<file path="config.mk">
export PLATFORM = sky130hd
export DESIGN_NAME = des_key_schedule_seq
export DESIGN_NICKNAME = d
export VERILOG_FILES = /design/src/rtl/des_pkg.sv /design/src/rtl/des_pc2_permute.sv /design/src/rtl/des_key_schedule_seq.sv
export SDC_FILE = /design/constraint.sdc
export NUM_CORES = 1
export LEC_CHECK = 0
export BUFFER_PORTS_ARGS = -buffer_cell sky130_fd_sc_hd__buf_2
export CAP_MARGIN = 20
export CORE_MARGIN = 2
export CORE_UTILIZATION = 50
export DETAILED_ROUTE_END_ITERATION = 16
export PLACE_DENSITY = 0.77
export REMOVE_ABC_BUFFERS = 1
export SLEW_MARGIN = 20
export SYNTH_ARGS = -nofsm -noshare
export SYNTH_HDL_FRONTEND = slang
export SYNTH_HIERARCHICAL = 1
export SYNTH_SLANG_ARGS = --single-unit
</file>
<file path="constraint.sdc">
create_clock -name i_clk -period 3 [get_ports i_clk]
set_input_delay 0.3 -clock i_clk [delete_from_list [all_inputs] [get_ports i_clk]]
set_output_delay 0.3 -clock i_clk [all_outputs]
set_load 0.01 [all_outputs]
</file>
<file path="src/rtl/des_pkg.sv">
// Shared DES key-schedule definitions: permutation tables, shift schedule,
// FSM state type and the small bit-shuffling helpers used at load and per round.
package des_pkg;

  localparam int KEY_W    = 64;
  localparam int CD_W     = 56;
  localparam int HALF_W   = 28;
  localparam int SUBKEY_W = 48;
  localparam int ROUNDS   = 16;

  // PC-1: entry i names the DES key bit (1 = MSB) that becomes C/D bit i+1.
  localparam int PC1_TBL [CD_W] = '{
    57, 49, 41, 33, 25, 17,  9,
     1, 58, 50, 42, 34, 26, 18,
    10,  2, 59, 51, 43, 35, 27,
    19, 11,  3, 60, 52, 44, 36,
    63, 55, 47, 39, 31, 23, 15,
     7, 62, 54, 46, 38, 30, 22,
    14,  6, 61, 53, 45, 37, 29,
    21, 13,  5, 28, 20, 12,  4
  };

  // PC-2: entry i names the C/D bit (1 = MSB) that becomes subkey bit i+1.
  localparam int PC2_TBL [SUBKEY_W] = '{
    14, 17, 11, 24,  1,  5,
     3, 28, 15,  6, 21, 10,
    23, 19, 12,  4, 26,  8,
    16,  7, 27, 20, 13,  2,
    41, 52, 31, 37, 47, 55,
    30, 40, 51, 45, 33, 48,
    44, 49, 39, 56, 34, 53,
    46, 42, 50, 36, 29, 32
  };

  // Per-round left-rotate amount; SHIFT[i] is applied to produce K(i+1).
  localparam logic [1:0] SHIFT [ROUNDS] = '{
    2'd1, 2'd1, 2'd2, 2'd2, 2'd2, 2'd2, 2'd2, 2'd2,
    2'd1, 2'd2, 2'd2, 2'd2, 2'd2, 2'd2, 2'd2, 2'd1
  };

  typedef enum logic [1:0] {
    IDLE  = 2'd0,
    ISSUE = 2'd1,
    DONE  = 2'd2
  } state_e;

  // Gather the 56 non-parity key bits into C (upper half) and D (lower half).
  function automatic logic [CD_W-1:0] pc1_permute(input logic [KEY_W-1:0] key);
    logic [CD_W-1:0] cd;
    cd = '0;
    for (int i = 0; i < CD_W; i++) begin
      cd[6'(CD_W - 1 - i)] = key[6'(KEY_W - PC1_TBL[i])];
    end
    return cd;
  endfunction

  function automatic logic [HALF_W-1:0] rotl28(input logic [HALF_W-1:0] x,
                                               input logic [1:0]        n);
    return (n == 2'd2) ? {x[HALF_W-3:0], x[HALF_W-1:HALF_W-2]}
                       : {x[HALF_W-2:0], x[HALF_W-1]};
  endfunction

  function automatic logic [HALF_W-1:0] rotr28(input logic [HALF_W-1:0] x,
                                               input logic [1:0]        n);
    return (n == 2'd2) ? {x[1:0], x[HALF_W-1:2]}
                       : {x[0], x[HALF_W-1:1]};
  endfunction

  // C and D rotate independently; they never exchange bits.
  function automatic logic [CD_W-1:0] rotl_cd(input logic [CD_W-1:0] cd,
                                              input logic [1:0]      n);
    return {rotl28(cd[CD_W-1:HALF_W], n), rotl28(cd[HALF_W-1:0], n)};
  endfunction

  function automatic logic [CD_W-1:0] rotr_cd(input logic [CD_W-1:0] cd,
                                              input logic [1:0]      n);
    return {rotr28(cd[CD_W-1:HALF_W], n), rotr28(cd[HALF_W-1:0], n)};
  endfunction

endpackage

</file>
<file path="src/rtl/des_pc2_permute.sv">
// Combinational PC-2 compression of a 56-bit C/D pair into a 48-bit subkey.
module des_pc2_permute
  import des_pkg::*;
(
  input  logic [CD_W-1:0]     i_cd,
  output logic [SUBKEY_W-1:0] o_subkey
);

  // Pure wiring: each subkey bit selects one C/D bit.
  always_comb begin
    o_subkey = '0;
    for (int i = 0; i < SUBKEY_W; i++) begin
      o_subkey[6'(SUBKEY_W - 1 - i)] = i_cd[6'(CD_W - PC2_TBL[i])];
    end
  end

endmodule

</file>
<file path="src/rtl/des_key_schedule_seq.sv">
// Sequential DES key schedule: loads PC-1 of the key, then rotates C/D one
// round per accepted subkey and streams PC-2 subkeys over valid/ready, in
// encrypt (K1..K16) or decrypt (K16..K1) order.
module des_key_schedule_seq
  import des_pkg::*;
#(
  parameter bit ALLOW_RESTART = 1'b0,
  parameter bit DONE_PULSE    = 1'b1
) (
  input  logic                i_clk,
  input  logic                i_rst_n,
  input  logic                i_start,
  input  logic [KEY_W-1:0]    i_key,
  input  logic                i_decrypt,
  output logic                o_busy,
  output logic                o_valid,
  input  logic                i_ready,
  output logic [SUBKEY_W-1:0] o_subkey,
  output logic [3:0]          o_round,
  output logic                o_done
);

  state_e          state_q, state_d;
  logic [CD_W-1:0] cd_q, cd_d;
  logic [CD_W-1:0] cd_pc1, cd_load;
  logic [3:0]      cnt_q, cnt_d;
  logic            dir_q, dir_d;
  logic            done_q, done_d;
  logic            load;

  // Load value: encrypt starts at K1 (one left shift); decrypt starts at K16,
  // whose cumulative shift of 28 returns C/D to plain PC-1.
  always_comb begin
    cd_pc1  = pc1_permute(i_key);
    cd_load = i_decrypt ? cd_pc1 : rotl_cd(cd_pc1, SHIFT[0]);
  end

  // Next-state, handshake and round advance; a restart overrides any transfer.
  always_comb begin
    // NOTE: every signal gets a default before the case so no path leaves it
    // unassigned, which would otherwise infer a latch.
    state_d = state_q;
    cd_d    = cd_q;
    cnt_d   = cnt_q;
    dir_d   = dir_q;
    done_d  = DONE_PULSE ? 1'b0 : done_q;
    load    = 1'b0;

    case (state_q)
      IDLE, DONE: begin
        load = i_start;
      end
      ISSUE: begin
        if (i_start && ALLOW_RESTART) begin
          load = 1'b1;
        end else if (i_ready) begin
          if (cnt_q == 4'd15) begin
            state_d = DONE_PULSE ? IDLE : DONE;
            done_d  = 1'b1;
          end else begin
            cnt_d = cnt_q + 4'd1;
            cd_d  = dir_q ? rotr_cd(cd_q, SHIFT[4'd15 - cnt_q])
                          : rotl_cd(cd_q, SHIFT[cnt_q + 4'd1]);
          end
        end
      end
      default: begin
        state_d = IDLE;
      end
    endcase

    if (load) begin
      state_d = ISSUE;
      cd_d    = cd_load;
      cnt_d   = 4'd0;
      dir_d   = i_decrypt;
      done_d  = 1'b0;
    end
  end

  // State registers with asynchronous clear.
  always_ff @(posedge i_clk or negedge i_rst_n) begin
    // NOTE: non-blocking assignments keep every register updating from the
    // pre-edge values, regardless of statement order.
    if (!i_rst_n) begin
      state_q <= IDLE;
      cd_q    <= '0;
      cnt_q   <= 4'd0;
      dir_q   <= 1'b0;
      done_q  <= 1'b0;
    end else begin
      state_q <= state_d;
      cd_q    <= cd_d;
      cnt_q   <= cnt_d;
      dir_q   <= dir_d;
      done_q  <= done_d;
    end
  end

  des_pc2_permute u_pc2 (
    .i_cd     (cd_q),
    .o_subkey (o_subkey)
  );

  // Outputs come straight from registers.
  always_comb begin
    o_valid = (state_q == ISSUE);
    o_busy  = (state_q == ISSUE);
    o_round = cnt_q;
    o_done  = done_q;
  end

endmodule

</file>
==> results.py <==
metrics = {
    "status": {
        "status": "finished, violations left",
        "violations": "hold timing",
    },
    "synthesis": {
        "syn_inst": 467,
        "synth_edf_count": 0,
        "synth_area_mm2": 0.004586,
        "synth-seq-cells": 63,
        "yosys_most_used_dff": "dfrtp_1",
        "synth_commonest_cells": "121 x mux2i_1, 63 x dfrtp_1, 53 x buf_4, 49 x o221ai_1, 48 x nand2_1",
        "synthTopCellsByArea": "dfrtp_1 34%, mux2i_1 26%, o221ai_1 9.4%",
        "syn_area_per_cell_um2": 9.819,
        "ys_types": 32,
        "synth_most_common_cell": "mux2i_1",
        "synth_top_area_cell": "dfrtp_1",
        "synth_top_cell_area_share_pct": 34.38,
        "postSynth.asyncResetShare_pct": 100.0,
        "yosysWarningCount": 6,
        "seq_area_frac_synth_pct": 34.38,
    },
    "die": {
        "die-area_mm2": 0.009953,
        "start_util_pct": 52.07,
        "die_w_um": 99.77,
        "io_pins": 124,
        "die_h_um": 99.77,
        "num_rows": 34,
        "core_area_mm2": 0.008806,
    },
    "grt": {
        "grt_pass1_vias": 3454,
        "grt_use_total_pct": 21.51,
        "grt_max_degree": 61,
        "antenna_found_initial": 0,
        "overflow": 0,
        "grt_pass1_wl_um": 17250,
    },
    "clocking": {
        "clk_pin_slew_ns": 0.08,
        "clockBufferDepth": 2,
        "cts_sinks": 63,
        "cts_max_level": 3,
        "clk_latency_ns": 0.35,
        "cts_hold_buf": 0,
        "cts_buffers": 9,
        "clock-root-buffer": "clkbuf_8",
        "post-cts-setup-buffers": 0,
        "cts_resized": 0,
        "cts_tree": "built",
    },
    "finish": {
        "finalInstanceArea_mm2": 0.004837,
        "drive_above_1_share_pct": 18.52,
        "fill_cells": 764,
        "fin_nets": 556,
        "area_growth_pct": 5.484,
        "fin_cells": 594,
        "antenna_cells": 0,
    },
    "detailed_routing": {
        "route.detailed.drc": 0,
        "wl_per_cell_um": 17.79,
        "drtAntennaViolNets": 0,
        "vias": 3675,
        "drtIter0Drc": 211,
        "wirelength_um": 10570,
        "viasPerCell": 6.187,
        "first_pass_iters": 5,
    },
    "placement": {
        "dpl.hpwl_um": 6956,
        "io_buffers": 53,
        "place_inst": 578,
        "dpl_cell_area_mm2": 0.004648,
        "gp_congestion": 0.7823,
    },
    "critical_path": {
        "startpoint_type": "flip-flop",
        "cp_data_arrival_time_ns": 2.84,
        "crit_type": "flip-flop to flip-flop",
        "crit_family": "simple AND/OR/NAND/NOR gates",
        "slowest_delay_ns": 0.93,
        "required_ns": 3.26,
        "cp_max_fo": 46,
        "end_kind": "flip-flop",
        "critical_path.slowest_cell": "nor2_4",
        "cp.buffers_inverters": 1,
        "crit_chain": "ha_1 -> and2_1 -> a21oi_1 -> nor2_4 -> buf_4 -> nand2_1 -> o221ai_1",
    },
    "power": {
        "sw_frac_of_total_pct": 45.95,
        "clockPowerShare_pct": 12.3,
        "p_seq_share_pct": 29.4,
        "p_int_uw": 3216,
        "leakage_uw": 0.002335,
        "pwr-share-comb_pct": 58.3,
        "p_switching_uw": 2734,
        "p_per_area_mw_per_mm2": 1230,
        "total_power_uw": 5949,
        "ir_drop_uv": 825.6,
    },
    "timing": {
        "slew_viol_final": 0,
        "fin_crit_sh_pct": 86.06,
        "timing.fmax_mhz": 387.3,
        "rsz0062_at_grt": "no",
        "tightest_slew_ns": 1.128,
        "finalHoldViolations": 4,
        "finalClockSkew_ns": 0.01120,
        "period_needed_ns": 2.582,
        "fin_tns_setup_ns": 0,
        "whs_ns": -0.004633,
        "setup_violations": 0,
        "slew_headroom_pct": 24.61,
    },
    "worst_hold_path": {
        "hold_class": "primary input to asynchronous set/reset pin",
    },
    "job": {
        "drv_cap": 0,
    },
}
[cell usage in the layout, fill, tap and decap left out, types with 2 or more instances in the layout]
| master | count |
|---|---|
| nor3_1 | 2 |
| nand2_1 | 48 |
| and3_1 | 4 |
| o22ai_1 | 3 |
| nand2b_1 | 2 |
| buf_12 | 2 |
| ha_1 | 6 |
| clkinv_2 | 3 |
| o221ai_1 | 49 |
| a21oi_1 | 15 |
| mux2i_1 | 121 |
| o21ai_0 | 10 |
| conb_1 | 22 |
| a22oi_1 | 2 |
| o32a_1 | 4 |
| buf_2 | 53 |
| a31oi_1 | 2 |
| nor2_1 | 29 |
| o221a_2 | 3 |
| a32oi_1 | 2 |
| dfrtp_1 | 63 |
| buf_4 | 13 |
| nand3_1 | 4 |
| inv_1 | 2 |
| clkbuf_8 | 9 |
[stage by stage]
step	hold slack, ns	setup WS (ns)	util [%]
2_1_floorplan	0.004409	-2.865	-
3_3_place_gp	0.4011	0.5074	52.78
3_5_place_dp	0.4007	0.4723	52.78
4_1_cts	0.02043	0.4532	54.93
5_1_grt	0.05329	0.2877	54.93
6_report	-0.004633	0.4183	54.93
[power by group through the flow]
stage / clock network (uW) / logic (uW) / registers (uW)
global placement: 0 / 3370 / 1720
finish: 731 / 3470 / 1750
global route: 778 / 3750 / 1820
detailed placement: 0 / 3470 / 1750
CTS: 743 / 3480 / 1730
floorplan: 0 / 2390 / 1650
[registers in the layout, summed over array words and instances, names as in the netlist]
signal and cells:
o_round 4, o_done 1, cd_q 56, dir_q 1, state_q 1
[worst paths after layout]
path                            start          to  slack (ns)  cells past startpoint
min in group i_clk            i_start  state_q[0]        0.20                      3
setup reg to reg           o_round[1]    cd_q[55]        0.42                      7
hold reg to reg              cd_q[52]    cd_q[52]        0.57                      2
max in group asynchronous     i_rst_n    cd_q[13]        2.24                      2
hold / removal                i_rst_n    cd_q[35]      -0.005                      1
setup / recovery           o_round[1]    cd_q[55]        0.42                      7
[routing by layer]
metal | share of wire [%] | up-vias | wire [um] | global-route usage [%]
li1 | - | 1697 | - | -
met1 | 45 | 1835 | 4744 | 29.76
met2 | 48 | 126 | 5058 | 34.10
met3 | 5.1 | 17 | 544 | 3.725
met4 | 2.1 | 0 | 218 | 7.692
met5 | 0 | - | 0 | 0
[final cells by class]
| class | instances | area [um2] | area share [%] |
|---|---|---|---|
| Inverter | 2 | 7.507 | 0.1552 |
| Timing Repair Buffer | 68 | 402.9 | 8.329 |
| Clock inverter | 6 | 61.31 | 1.267 |
| Multi-Input combinational cell | 337 | 2526 | 52.22 |
| Sequential cell | 63 | 1577 | 32.59 |
| Tap cell | 108 | 135.1 | 2.794 |
| Clock buffer | 10 | 127.6 | 2.638 |
[cell families (layout without fill, tap and decap cells)]
group / count (synthesis) / after routing / synth area share (%)
other cells: 1 / 22 / 0.08178
fa+ha+maj: 6 / 6 / 1.637
compound gates: 93 / 93 / 15.99
buf+inv: 88 / 86 / 12.66
mux: 121 / 121 / 26.41
flops: 63 / 63 / 34.38
xor+xnor: 2 / 2 / 0.3821
simple gates: 93 / 93 / 8.458
(Power assumes the default switching activity.)
